$ cat config.mk
export PLATFORM = sky130hd
export DESIGN_NAME = pipeline_ctrl_flat
export DESIGN_NICKNAME = d
export VERILOG_FILES = /design/src/rtl/pipeline_ctrl_pkg.sv /design/src/rtl/pipeline_ctrl_if.sv /design/src/rtl/pipeline_ctrl_sat_counter.sv /design/src/rtl/pipeline_ctrl.sv /design/src/flat_wrapper.sv
export SDC_FILE = /design/constraint.sdc
export NUM_CORES = 1
export LEC_CHECK = 0
export CORE_ASPECT_RATIO = 0.75
export CORE_MARGIN = 4
export CORE_UTILIZATION = 25
export CTS_BUF_LIST = sky130_fd_sc_hd__clkbuf_4 sky130_fd_sc_hd__clkbuf_8 sky130_fd_sc_hd__clkbuf_16
export CTS_CLUSTER_SIZE = 40
export DETAILED_ROUTE_END_ITERATION = 10
export SETUP_SLACK_MARGIN = 0.05
export SYNTH_ARGS = -nofsm -noshare
export SYNTH_HDL_FRONTEND = slang
export SYNTH_HIERARCHICAL = 1
export SYNTH_SLANG_ARGS = --single-unit
export TNS_END_PERCENT = 5
$ cat constraint.sdc
create_clock -name clk -period 4.3 [get_ports clk]
set_clock_uncertainty 0.2 [all_clocks]
set_input_delay 1.29 -clock clk [delete_from_list [all_inputs] [get_ports clk]]
set_output_delay 1.29 -clock clk [all_outputs]
set_load 0.005 [all_outputs]
$ cat src/rtl/pipeline_ctrl_pkg.sv
// pipeline_ctrl_pkg: shared state encoding and hazard-vector constant for the pipeline controller.
package pipeline_ctrl_pkg;
  typedef enum logic [1:0] {IDLE, RUN, DRAIN, HALTED} state_e;
  localparam logic [2:0] STALL_NONE = 3'b111;
endpackage

$ cat src/rtl/pipeline_ctrl_if.sv
// pipeline_ctrl_if: hazard/request inputs and per-stage enable/flush strobes of the pipeline controller.
interface pipeline_ctrl_if #(parameter int CNT_W = 16);
  logic [2:0] stall_n;
  logic branch_taken_EX, mem_busy, halt_req, clr_counters;
  logic pc_write_en, IF_ID_write_en, IF_ID_flush, ID_EX_flush, EX_MEM_write_en, MEM_WB_write_en, halted;
  logic [CNT_W-1:0] stall_cycles, flush_events;
  modport master (
    output stall_n, branch_taken_EX, mem_busy, halt_req, clr_counters,
    input pc_write_en, IF_ID_write_en, IF_ID_flush, ID_EX_flush, EX_MEM_write_en, MEM_WB_write_en,
    input halted, stall_cycles, flush_events
  );
  modport slave (
    input stall_n, branch_taken_EX, mem_busy, halt_req, clr_counters,
    output pc_write_en, IF_ID_write_en, IF_ID_flush, ID_EX_flush, EX_MEM_write_en, MEM_WB_write_en,
    output halted, stall_cycles, flush_events
  );
endinterface

$ cat src/rtl/pipeline_ctrl_sat_counter.sv
// sat_counter: saturating up-counter whose synchronous clear beats a same-cycle increment.
module sat_counter #(parameter int CNT_W = 16) (
  input  logic             clk,
  input  logic             rst,
  input  logic             inc,
  input  logic             clr,
  output logic [CNT_W-1:0] q
);
  logic [CNT_W-1:0] cnt_d, cnt_q;
  always_comb cnt_d = clr ? '0 : (inc && ~&cnt_q) ? cnt_q + 1'b1 : cnt_q;
  always_ff @(posedge clk or posedge rst)
    if (rst) cnt_q <= '0;
    else cnt_q <= cnt_d;
  assign q = cnt_q;
endmodule

$ cat src/rtl/pipeline_ctrl.sv
// pipeline_ctrl: turns hazard, branch, memory-busy and halt requests into per-stage enables/flushes.
module pipeline_ctrl
  import pipeline_ctrl_pkg::*;
#(
  parameter int DRAIN_CYCLES = 4,
  parameter int CNT_W        = 16
) (
  input logic             clk,
  input logic             rst,
  pipeline_ctrl_if.slave  bus
);
  localparam int DW = $clog2(DRAIN_CYCLES + 1);
  state_e state_d, state_q;
  logic lu_hold_d, lu_hold_q, stall_inc, flush_inc, hazard;
  logic [DW-1:0] drain_d, drain_q;
  assign hazard = bus.stall_n != STALL_NONE;
  always_comb begin
    state_d = state_q;
    lu_hold_d = lu_hold_q;
    drain_d = drain_q;
    stall_inc = 1'b0;
    flush_inc = 1'b0;
    bus.pc_write_en = 1'b0;
    bus.IF_ID_write_en = 1'b0;
    bus.IF_ID_flush = 1'b0;
    bus.ID_EX_flush = 1'b0;
    bus.EX_MEM_write_en = 1'b0;
    bus.MEM_WB_write_en = 1'b0;
    bus.halted = state_q == HALTED;
    if (state_q == IDLE) begin
      bus.IF_ID_flush = 1'b1;
      bus.ID_EX_flush = 1'b1;
      state_d = RUN;
    end else if (state_q != HALTED) begin
      if (bus.mem_busy) begin
        stall_inc = 1'b1;
      end else if (bus.branch_taken_EX) begin
        // an older branch also cancels a halt that is still draining
        {bus.pc_write_en, bus.IF_ID_write_en, bus.IF_ID_flush, bus.ID_EX_flush} = 4'b1111;
        {bus.EX_MEM_write_en, bus.MEM_WB_write_en} = 2'b11;
        flush_inc = 1'b1;
        lu_hold_d = 1'b0;
        state_d = RUN;
      end else if (state_q == DRAIN) begin
        {bus.IF_ID_write_en, bus.IF_ID_flush, bus.ID_EX_flush} = 3'b111;
        {bus.EX_MEM_write_en, bus.MEM_WB_write_en} = 2'b11;
        state_d = drain_q == '0 ? HALTED : DRAIN;
        drain_d = drain_q == '0 ? drain_q : drain_q - DW'(1);
      end else if (hazard && !lu_hold_q) begin
        {bus.ID_EX_flush, bus.EX_MEM_write_en, bus.MEM_WB_write_en} = 3'b111;
        stall_inc = 1'b1;
        lu_hold_d = 1'b1;
      end else if (bus.halt_req) begin
        {bus.IF_ID_write_en, bus.IF_ID_flush} = 2'b11;
        {bus.EX_MEM_write_en, bus.MEM_WB_write_en} = 2'b11;
        drain_d = DW'(DRAIN_CYCLES - 1);
        state_d = DRAIN;
      end else begin
        {bus.pc_write_en, bus.IF_ID_write_en} = 2'b11;
        {bus.EX_MEM_write_en, bus.MEM_WB_write_en} = 2'b11;
        lu_hold_d = 1'b0;
      end
    end
  end
  always_ff @(posedge clk or posedge rst)
    if (rst) begin
      state_q <= IDLE;
      lu_hold_q <= 1'b0;
      drain_q <= '0;
    end else begin
      state_q <= state_d;
      lu_hold_q <= lu_hold_d;
      drain_q <= drain_d;
    end
  sat_counter #(.CNT_W(CNT_W)) u_stall (
    .clk(clk), .rst(rst), .inc(stall_inc), .clr(bus.clr_counters), .q(bus.stall_cycles)
  );
  sat_counter #(.CNT_W(CNT_W)) u_flush (
    .clk(clk), .rst(rst), .inc(flush_inc), .clr(bus.clr_counters), .q(bus.flush_events)
  );
endmodule

$ cat src/flat_wrapper.sv
// flat-port wrapper written by rule: the top's interface ports become plain ports
module pipeline_ctrl_flat import pipeline_ctrl_pkg::*;
#(
  parameter int DRAIN_CYCLES = 4,
  parameter int CNT_W        = 16
)
  (clk, rst, bus_stall_n, bus_branch_taken_EX, bus_mem_busy, bus_halt_req, bus_clr_counters, bus_pc_write_en, bus_IF_ID_write_en, bus_IF_ID_flush, bus_ID_EX_flush, bus_EX_MEM_write_en, bus_MEM_WB_write_en, bus_halted, bus_stall_cycles, bus_flush_events);
  pipeline_ctrl_if #(.CNT_W(CNT_W)) bus_i ();
  input logic clk;
  input logic rst;
  input wire logic [$bits(bus_i.stall_n)-1:0] bus_stall_n;
  input wire logic [$bits(bus_i.branch_taken_EX)-1:0] bus_branch_taken_EX;
  input wire logic [$bits(bus_i.mem_busy)-1:0] bus_mem_busy;
  input wire logic [$bits(bus_i.halt_req)-1:0] bus_halt_req;
  input wire logic [$bits(bus_i.clr_counters)-1:0] bus_clr_counters;
  output wire logic [$bits(bus_i.pc_write_en)-1:0] bus_pc_write_en;
  output wire logic [$bits(bus_i.IF_ID_write_en)-1:0] bus_IF_ID_write_en;
  output wire logic [$bits(bus_i.IF_ID_flush)-1:0] bus_IF_ID_flush;
  output wire logic [$bits(bus_i.ID_EX_flush)-1:0] bus_ID_EX_flush;
  output wire logic [$bits(bus_i.EX_MEM_write_en)-1:0] bus_EX_MEM_write_en;
  output wire logic [$bits(bus_i.MEM_WB_write_en)-1:0] bus_MEM_WB_write_en;
  output wire logic [$bits(bus_i.halted)-1:0] bus_halted;
  output wire logic [$bits(bus_i.stall_cycles)-1:0] bus_stall_cycles;
  output wire logic [$bits(bus_i.flush_events)-1:0] bus_flush_events;
  assign bus_i.stall_n = bus_stall_n;
  assign bus_i.branch_taken_EX = bus_branch_taken_EX;
  assign bus_i.mem_busy = bus_mem_busy;
  assign bus_i.halt_req = bus_halt_req;
  assign bus_i.clr_counters = bus_clr_counters;
  assign bus_pc_write_en = bus_i.pc_write_en;
  assign bus_IF_ID_write_en = bus_i.IF_ID_write_en;
  assign bus_IF_ID_flush = bus_i.IF_ID_flush;
  assign bus_ID_EX_flush = bus_i.ID_EX_flush;
  assign bus_EX_MEM_write_en = bus_i.EX_MEM_write_en;
  assign bus_MEM_WB_write_en = bus_i.MEM_WB_write_en;
  assign bus_halted = bus_i.halted;
  assign bus_stall_cycles = bus_i.stall_cycles;
  assign bus_flush_events = bus_i.flush_events;
  pipeline_ctrl #(.DRAIN_CYCLES(DRAIN_CYCLES), .CNT_W(CNT_W)) u_core (.clk(clk), .rst(rst), .bus(bus_i));
endmodule
==> summary.md <==
| Metric | Value |
|---|---|
| Global route overflow | 0 |
| Post-Synthesis Cells | 251 |
| Worst path slowest cell | clkdlybuf4s50_1 |
| Share of layout cells above drive strength 1 | 11.69% |
| Reg2Reg Setup Slack | 1.45 ns |
| Synth area leaders | dfrtp_1 (41%), nor2_1 (5.0%), o31ai_1 (4.2%) |
| Comb power frac | 22.0% |
| IO buf count | 47 |
| GR Util All Layers | 10.65% |
| Fmax | 244.1 MHz |
| Netlist cell types | 47 |
| Most common cell after layout, fill and taps aside | clkdlybuf4s50_1 |
| Std-Cell Rows | 30 |
| Syn Nets | 264 |
| Crit Path Category | in2out |
| CTS buffer count | 5 |
| PwrDens | 309.7 mW/mm^2 |
| Starting DRT DRC Count | 51 |
| Commonest non-fill, non-tap cells in the layout | clkdlybuf4s50_1 (43), dfrtp_1 (38), nor2_1 (31) |
| Outcome | completed |
| Endpoint type of the worst setup path | output port |
| Nets | 321 |
| Crit Path Max Fanout | 4 |
| Clk buf depth | 2 |
| Leakage power | 1.251 nW |
| TritonRoute pass-1 iters | 4 |
| R2r startpoint | u_core/lu_hold_q |
| Die Wd | 119.4 um |
| Seq/Total Area, Yosys | 40.86% |
| Diodes inserted | 0 |
| Die Ht | 91.56 um |
| Period utilisation layout | 95.27% |
| Minimum clock period | 4.096 ns |
| Final hold viol count | 0 |
| Number of max-cap violations | 0 |
| Largest net degree at the start of global routing | 18 |
| Via/cell ratio | 4.761 |
| Req. time, crit path | 2.81 ns |
| Sequential power share | 42.0% |
| Async SR Flop Fraction | 100.0% |
| Rel. slew slack | 47.52% |
| Clk slew on worst S/H paths | 0.05 ns |
| EDFF count, synth | 0 |
| Antenna violations before repair | 0 |
| CP Data Arrival Time | 2.61 ns |
| Initial Util | 25.73% |
| Worst VDD drop | 0.1413 mV |
| GPL Wtd Cong | 0.7619 |
| Hold Startpoint | u_core/drain_q[0] |
| Syn-to-layout area delta | 35.00% |
| Final setup fails | 0 |
| CORE AREA | 0.009046 mm^2 |
| Hold Crit Class | reg2reg |
| Routed Antenna Nets | 0 |
| Most used flip-flop cell after synthesis | dfrtp_1 |
| Netlist Area Pre-Place | 0.002327 mm^2 |
| Worst-margin pin slew | 0.7801 ns |
| Crit. Startpoint | bus_stall_n[1] |
| Fillers | 940 |
| Crit start category | input port |
| Total power draw | 0.9730 mW |
| Cell taking the most area after synthesis | dfrtp_1 |
| Multi-input logic area | 0.001294 mm^2 |
| First-pass GRT wire length | 9611 um |
| CTS Root Cell | clkbuf_16 |
| Routed wire length | 5607 um |
| Critical Path Max Stage Delay | 0.44 ns |
| Register Area | 950.9 um^2 |
| # IOs | 48 |
| H-tree depth | 2 |
| Clock share of power | 36.0% |
| Vias | 2076 |
| Share of the synthesized area in the top cell type | 40.86% |
| Warnings, synthesis | 6 |
| Clk sink count | 38 |
| Hold_buf cts | 0 |
| Critical path's top delay family | buffers and inverters |
| CTS tree | done |
| Sw Share | 26.03% |
| Die area | 0.01093 mm^2 |
| Yosys reg bits | 38 |
| Residual DRC | 0 |
| Max Transition Viols Final | 0 |
| HPWL after DPL | 4263 um |
| Worst-path cell chain | clkdlybuf4s50_1, a31oi_4, buf_4, nand3_1, and2_2, dlygate4sd2_1 |
| Buf/Inv on CP | 3 |
| WL/cell | 12.86 um |
| RSZ-0062 raised after global routing | false |
| Avg Cell Area, Syn | 9.272 um^2 |
| Clk_lat worst skew | 0.27 ns |
| NetSw | 0.2533 mW |
| Final hold slack | 0.2734 ns |
| Post-CTS setup buffers | 0 |
| Internal power | 0.7197 mW |
| Vias in the first global route | 1979 |
==> per-stage QoR <==
step	utilization [%]	worst slack (ns)	cell area (um^2)	setup TNS, ns	instances
final	34.73	0.2036	3142	0	436
after global routing	34.73	0.1308	3142	0	436
after CTS	34.73	0.1977	3142	0	436
after detailed placement	33.24	-0.06296	3007	-0.07661	429
after global placement	33.24	-0.04959	3007	-0.04959	429
after floorplan	-	0.7981	2327	0	251
==> registers in the layout, summed over array words and instances (netlist names) <==
| name | cells |
|---|---|
| u_core/u_flush/q | 16 |
| u_core/u_stall/q | 16 |
| u_core/drain_q | 3 |
| u_core/lu_hold_q | 1 |
| u_core/state_q | 2 |
==> power groups by stage <==
| stage | sequential [mW] | clock [mW] | combinational [mW] |
|---|---|---|---|
| 2_1_floorplan | 0.409 | 0 | 0.130 |
| 3_3_place_gp | 0.415 | 0 | 0.220 |
| 3_5_place_dp | 0.415 | 0 | 0.223 |
| 4_1_cts | 0.409 | 0.362 | 0.219 |
| 5_1_grt | 0.414 | 0.379 | 0.243 |
| 6_report | 0.409 | 0.350 | 0.214 |
==> area by class of cell <==
class | instances | area share [%]
inverters | 11 | 1.314
clock buffers | 7 | 4.460
well taps | 128 | 5.098
repair buffers | 59 | 17.68
multi-input cells | 193 | 41.18
flip-flops and latches | 38 | 30.27
==> timing repair <==
| action | CTS | global route |
|---|---|---|
| endpoints found under the hold margin | 0 | 0 |
| resized for setup | 4 | 0 |
| setup endpoints to repair | 4 | 0 |
==> routing by layer <==
layer / up-vias / track usage [%] / wire, um
li1: 1056 / - / -
met1: 981 / 14.97 / 2892
met2: 35 / 15.19 / 2362
met3: 4 / 3.798 / 299
met4: 0 / 3.241 / 53
met5: - / 0 / 0
==> synthesized netlist by cell type (3+ instances only) <==
cell and n:
a211oi_1 4, a21oi_1 18, and2_2 3, and3_1 4, and4_1 4, buf_2 3, clkbuf_1 3, dfrtp_1 38
ha_1 4, inv_1 11, mux2i_1 4, nand2_1 16, nand3_1 12, nand4_1 8, nor2_1 31, nor2b_1 7
nor3_1 9, o21a_1 3, o21ai_0 4, o31ai_1 13, or3_1 10, or4_1 4, xor2_1 4
==> worst paths after layout <==
check | cells past startpoint | end
max | 6 | bus_IF_ID_write_en
max reg2reg | 10 | u_core/u_stall/q[9]
min | 1 | u_core/drain_q[0]
min reg2reg | 1 | u_core/drain_q[0]
max in group asynchronous | 2 | u_core/u_stall/q[12]
min in group asynchronous | 2 | u_core/drain_q[1]
==> kinds of logic (layout without fill, tap and decap cells) <==
logic type      after synthesis  count (layout)  synth area share (%)
xor+xnor                      6               6                 2.258
flops                        38              38                 40.86
buf+inv                      20              77                 3.548
compound gates               59              59                 19.84
simple gates                116             116                 27.69
fa+ha+maj                     4               4                 2.151
mux                           8               8                 3.656
Power figures use the tool's default switching activity.
